**src/rtl/uart_tx_hold.sv**
```systemverilog
// uart_tx_hold: one-word transmit holding register feeding a UART serializer.
// The host can queue the next byte while the current frame is shifting out.
module uart_tx_hold #(
    parameter int DBIT    = 8,
    parameter int SB_TICK = 16
) (
    input  logic            clk,
    input  logic            reset,
    input  logic            s_tick,
    input  logic            wr_uart,
    input  logic [DBIT-1:0] w_data,
    output logic            tx_full,
    output logic            tx_busy,
    output logic            tx_done_tick,
    output logic            tx
);

    localparam int SW = ($clog2(SB_TICK) > 4) ? $clog2(SB_TICK) : 4;
    localparam int NW = (DBIT > 1) ? $clog2(DBIT) : 1;

    localparam logic [SW-1:0] S_BIT  = SW'(15);
    localparam logic [SW-1:0] S_STOP = SW'(SB_TICK - 1);
    localparam logic [NW-1:0] N_LAST = NW'(DBIT - 1);

    typedef enum logic [1:0] {
        IDLE,
        START,
        DATA,
        STOP
    } state_t;

    state_t          state_q, state_d;
    logic [SW-1:0]   s_q, s_d;
    logic [NW-1:0]   n_q, n_d;
    logic [DBIT-1:0] b_q, b_d;
    logic [DBIT-1:0] buf_q, buf_d;
    logic            full_q, full_d;
    logic            tx_q, tx_d;
    logic            take;
    logic            done;

    // Register all state; the line idles high and snaps back on reset.
    always_ff @(posedge clk or posedge reset) begin
        if (reset) begin
            state_q <= IDLE;
            s_q     <= '0;
            n_q     <= '0;
            b_q     <= '0;
            buf_q   <= '0;
            full_q  <= 1'b0;
            tx_q    <= 1'b1;
        end else begin
            state_q <= state_d;
            s_q     <= s_d;
            n_q     <= n_d;
            b_q     <= b_d;
            buf_q   <= buf_d;
            full_q  <= full_d;
            tx_q    <= tx_d;
        end
    end

    // Holding register: a take and a write in one cycle keeps it full.
    always_comb begin
        take   = (state_q == IDLE) && full_q;
        buf_d  = buf_q;
        full_d = full_q;
        if (take) begin
            full_d = 1'b0;
        end
        if (wr_uart && (!full_q || take)) begin
            buf_d  = w_data;
            full_d = 1'b1;
        end
    end

    // Serializer next state; IDLE leaves on a take without waiting for a tick.
    always_comb begin
        state_d = state_q;
        s_d     = s_q;
        n_d     = n_q;
        b_d     = b_q;
        done    = 1'b0;
        unique case (state_q)
            IDLE: begin
                if (take) begin
                    state_d = START;
                    s_d     = '0;
                    b_d     = buf_q;
                end
            end
            START: begin
                if (s_tick) begin
                    if (s_q == S_BIT) begin
                        s_d     = '0;
                        n_d     = '0;
                        state_d = DATA;
                    end else begin
                        s_d = s_q + SW'(1);
                    end
                end
            end
            DATA: begin
                if (s_tick) begin
                    if (s_q == S_BIT) begin
                        s_d = '0;
                        b_d = b_q >> 1;
                        if (n_q == N_LAST) begin
                            state_d = STOP;
                        end else begin
                            n_d = n_q + NW'(1);
                        end
                    end else begin
                        s_d = s_q + SW'(1);
                    end
                end
            end
            STOP: begin
                if (s_tick) begin
                    if (s_q == S_STOP) begin
                        s_d     = '0;
                        done    = 1'b1;
                        state_d = IDLE;
                    end else begin
                        s_d = s_q + SW'(1);
                    end
                end
            end
            default: begin
                state_d = IDLE;
            end
        endcase
    end

    // Line level follows the next state so tx comes straight from a flop.
    always_comb begin
        tx_d = 1'b1;
        unique case (state_d)
            IDLE:    tx_d = 1'b1;
            START:   tx_d = 1'b0;
            DATA:    tx_d = b_d[0];
            STOP:    tx_d = 1'b1;
            default: tx_d = 1'b1;
        endcase
    end

    assign tx           = tx_q;
    assign tx_full      = full_q;
    assign tx_busy      = (state_q != IDLE);
    assign tx_done_tick = done;

endmodule

```
**config.mk**
```make
export PLATFORM = sky130hd
export DESIGN_NAME = uart_tx_hold
export DESIGN_NICKNAME = d
export VERILOG_FILES = /design/src/rtl/uart_tx_hold.sv
export SDC_FILE = /design/constraint.sdc
export NUM_CORES = 1
export LEC_CHECK = 0
export CELL_PAD_IN_SITES_DETAIL_PLACEMENT = 1
export CELL_PAD_IN_SITES_GLOBAL_PLACEMENT = 2
export CORE_MARGIN = 3
export CORE_UTILIZATION = 39
export CTS_CLUSTER_SIZE = 16
export DETAILED_ROUTE_END_ITERATION = 12
export PLACE_DENSITY_LB_ADDON = 0.1
export SYNTH_ARGS = -nofsm -noshare
export SYNTH_HDL_FRONTEND = slang
export SYNTH_SLANG_ARGS = --single-unit
```
**constraint.sdc**
```tcl
create_clock -name clk -period 3.45 [get_ports clk]
set_input_delay 0.5175 -clock clk [delete_from_list [all_inputs] [get_ports clk]]
set_output_delay 0.5175 -clock clk [all_outputs]
set_load 0.1 [all_outputs]
```
# ---- Word-level counts from Yosys, hierarchy flattened
# Index checks and enable logic that the tools add are counted.
dict set report totals {
  reg_bits 27
  inputBits 12
  output_inout_bits 4
  wordCells 69
}
dict set report op_classes {
  n_addsub 2
  eq_ne 15
  n_mux 29
  reduce_logical 15
}
# operator count
set ops {}
lappend ops {{two-way mux 8 bit} 3}
lappend ops {{two-way mux 2 bit} 8}
lappend ops {{one-hot mux 8 bit (2 select lines)} 1}
lappend ops {{two-way mux 3 bit} 5}
lappend ops {{two-way mux 4 bit} 3}
lappend ops {{!= test 2 bit (second input constant)} 6}
lappend ops {{== test 2 bit (second input constant)} 4}
lappend ops {{one-hot mux 2 bit (4 select lines)} 1}
lappend ops {{one-hot mux 4 bit (2 select lines)} 1}
lappend ops {{nonzero test 2 bit} 4}
lappend ops {{one-hot mux 3 bit (2 select lines)} 1}
lappend ops {{AND reduction 6 bit} 1}
lappend ops {{two-way mux 1 bit} 5}
lappend ops {{adder 4 x 1 -> 4 bit (second input constant)} 1}
lappend ops {{== test 2 x 1 -> 1 bit (second input constant)} 2}
lappend ops {{== test 4 bit (second input constant)} 1}
lappend ops {{zero test 2 bit} 2}
lappend ops {{AND reduction 4 bit} 1}
lappend ops {{adder 3 x 1 -> 3 bit (second input constant)} 1}
lappend ops {{== test 3 bit (second input constant)} 1}
lappend ops {{one-hot mux 1 bit (3 select lines)} 1}
lappend ops {{OR reduction 3 bit} 1}
lappend ops {{logical AND 1 bit} 2}
lappend ops {{!= test 2 x 1 -> 1 bit (second input constant)} 1}
lappend ops {{4 further kinds} 4}

# ---- Depth between registers and ports, before layout
dict set report depth {
  depth_word 8
  ltp_mapped 9
  ltp_nobuf 8
}

# ---- Worst setup path before layout
# No wires, ideal clock.
dict set report synth_timing {
  kind {reg-to-output}
  start {register s_q[0]}
  end {output port tx_done_tick}
  arrival_ps 1710
  required_ps 2932
  setup_slack_ps 1223
  path_stages_with_launch 5
  n_path_buf 1
  cell_sequence {dfrtp_1 > ha_1 > and4_1 > buf_6 > and3_1}
}
dict set report synth_via {
  elab_chain_len 4
}
# element line_no
set synth_rtl {}
lappend synth_rtl {{start: declaration} 33} ;# logic [SW-1:0] s_q, s_d;
lappend synth_rtl {{start signal: assignment} 46} ;# s_q <= '0;
lappend synth_rtl {{start signal: assignment} 54} ;# s_q <= s_d;
lappend synth_rtl {{== test 4 bit} 120} ;# if (s_q == S_STOP) begin
lappend synth_rtl {{two-way mux 1 bit} 120}
lappend synth_rtl {{two-way mux 1 bit} 119} ;# if (s_tick) begin
lappend synth_rtl {{two-way mux 1 bit} 84} ;# unique case (state_q)
lappend synth_rtl {{end: declaration} 14} ;# output logic tx_done_tick,
# No other way between the ends.

# ---- Worst setup path in the final report
dict set report layout_timing {
  start {register tx_q, in the netlist tx}
  end {output port tx}
}
# element line_no
set layout_rtl {}
lappend layout_rtl {{start: declaration} 38} ;# logic tx_q, tx_d;
lappend layout_rtl {{start signal: assignment} 59} ;# tx_q <= tx_d;
lappend layout_rtl {{end: declaration} 15} ;# output logic tx
# No word-level cell between the ends.

==> impl_metrics.ini <==
[outcome]
status = completed

[die]
die-width_um = 65.1
num_rows = 20
die-area_um2 = 4240
die_height_um = 65.1
start_util_pct = 42.8
ios = 16
coreArea_um2 = 3180

[layout]
area_growth_pct = 12.7
fin_util_pct = 48.3
n_fill_cell = 349
multi_input_comb_area_um2 = 623
drive_gt1_share_pct = 16.0
nets = 143
diodes = 0
regArea_um2 = 677

[placement]
place.detailed.hpwl_mm = 1.86
portBuffers = 15
place.gp.congestion = 0.691

[timing]
max_freq_ghz = 0.401
period_needed_ps = 2490
worst_pin_slew_ps = 1010
post-route-period-util_pct = 72.2
finalHoldViolations = 0
setup-violations-final = 0
drv_slew = 0
slew_headroom_pct = 32.6
setup_tns_ps = 0
finClkSkew_ps = 1.79
rsz0062_at_grt = no
fin_hold_ws_ps = 508

[setup_path]
critical_path.top_delay_family = buffers and inverters
critPathArrivalTime_ps = 1970
crit_chain = clkdlybuf4s50_1
worstSetupStartpointType = flip-flop
crit_buf_inv = 1
worstSetupPathType = reg2out
cp_slowest_cell = clkdlybuf4s50_1
worstReg2RegEnd = tx$_DFF_PP1_
r2r-start = s_q[0]$_DFFE_PP0P_
r2r_slack_ps = 1100
critPathCaptureType = output pin
critPathMaxStageDelay_ps = 1120
cp_max_fo = 1
cp.required_ps = 2930
r2r_cells = 7

[detailed_routing]
drc = 0
drt-wirelength-per-cell_um = 15.3
postRouteAntennaNets = 0
dr.first_iter.drc_count = 27
dr.pass1.iters = 4
routed_via_density = 5.51
dr_total_vias = 931
wl_mm = 2.58

[yosys]
post-synth-top-count-cell = dfrtp_1
netlist_top_cells_area = dfrtp_1 48%, mux2_2 6.6%, a221o_1 5.9%
ys.flop_type = dfrtp_1
syn_nets = 129
synthTopCellsByCount = 26 x dfrtp_1, 8 x a221o_1, 8 x mux2_2
async_flop_share_pct = 100
synthCells = 112
synth.distinct_cells = 39
avgSynthCellArea_um2 = 12.2
synth_edf_count = 0
ys_seq_elements = 27
synth-seq-area-share_pct = 49.7
syn_area_um2 = 1360
yosysWarnings = 0
yosysTopAreaCell = dfrtp_1
synth_top_area_share_pct = 47.8

[hold_path]
hold_start = buf_q[7]$_DFFE_PP0P_
min_path_cells = 2
worstHoldEndpoint = b_q[7]$_DFFE_PP0P_
hold_path_class = reg2reg

[job]
maxCapViolCount = 0

[power_and_ir_drop]
static-leakage-power_nw = 0.669
ir_worst_vdd_mv = 0.262
pwr_density_cell_nw_per_um2 = 564

[global_route]
grt_pass1_vias = 992
grt_max_degree = 28
grt_pass1_wl_mm = 4.55
grt_antenna_before_repair = 0
overflow = 0
track_usage_pct = 13.8

[clock_network]
cts_inserted_buffers = 3
clockBufferDepth = 2
root_buffer = clkbuf_4
cts_setup_buffers = 0
cts_resized = 0
insertion_delay_ps = 320
clkTransAtPathRegs_ps = 140
cts_sinks = 27
ctsHoldBuffers = 0
cts_tree = built
cts_max_level = 1
-- metal layers --
metal	up-vias	global-route usage (%)	wire (um)
met4	0	5.44	38
met3	4	2.43	69
met1	468	18.0	1260
met5	-	0	0
met2	10	22.6	1210
li1	449	-	-
-- power breakdown --
group / total [W] / switching, W / internal, W
combinational: 0.000225 / 0.0000972 / 0.000127
sequential: 0.000507 / 0.0000918 / 0.000415
clock: 0.000134 / 0.0000883 / 0.0000453
total: 0.000865 / 0.000277 / 0.000588
-- placed cells by master (no fill, tap or decap), types with 2 or more instances in the layout --
cell type / count
dfrtp_1: 26
clkdlybuf4s50_1: 13
a221o_1: 8
mux2_2: 8
and2_1: 7
a22o_1: 6
ha_1: 5
nor2_1: 4
nand2_1: 4
o21a_1: 3
o21ai_0: 3
nand3_1: 3
clkbuf_4: 3
nor2b_1: 2
a32o_1: 2
inv_1: 2
and3_1: 2
buf_4: 2
-- flip-flops by register name, summed over array words and instances, names as in the netlist --
signal	flops
n_q	3
tx_full	1
s_q	4
buf_q	8
b_q	8
state_q	2
tx	1
-- per-stage QoR --
stage	std cells	power, W	instance area [um^2]	worst slack, ps
after floorplan	112	0.000677	1360	1220
after global placement	165	0.000729	1510	804
after detailed placement	165	0.000746	1510	695
after CTS	169	0.000883	1530	931
after global routing	169	0.000931	1530	834
final	169	0.000865	1530	959
-- layout make-up --
type,count,area share (%)
sequential,27,44.1
timing repair buffer,15,9.46
tap,44,3.59
inverter,2,0.489
clock buffer,4,1.71
multi-input combinational,77,40.6
-- kinds of logic after synthesis --
| group | Yosys count | share of synthesized area (%) |
|---|---|---|
| AOI/OAI and AO/OA | 31 | 18.8 |
| and+or+nand+nor | 31 | 14.5 |
| DFF | 27 | 49.7 |
| buffers and inverters | 8 | 4.50 |
| muxes | 8 | 6.62 |
| adders and majority gates | 5 | 4.60 |
| xor gates and xnor gates | 2 | 1.29 |
-- how the worst max path moves through the flow --
stage               slack [ps]                from            to  cells past startpoint
floorplan                 1220  s_q[0]$_DFFE_PP0P_  tx_done_tick                      4
global placement           800              s_tick  tx$_DFF_PP1_                      7
detailed placement         690              s_tick  tx$_DFF_PP1_                      7
CTS                        930  s_q[0]$_DFFE_PP0P_  tx_done_tick                      4
global route               830  s_q[0]$_DFFE_PP0P_  tx_done_tick                      4
finish                     960        tx$_DFF_PP1_            tx                      1
Note: power is estimated with default switching activity, not from simulation.
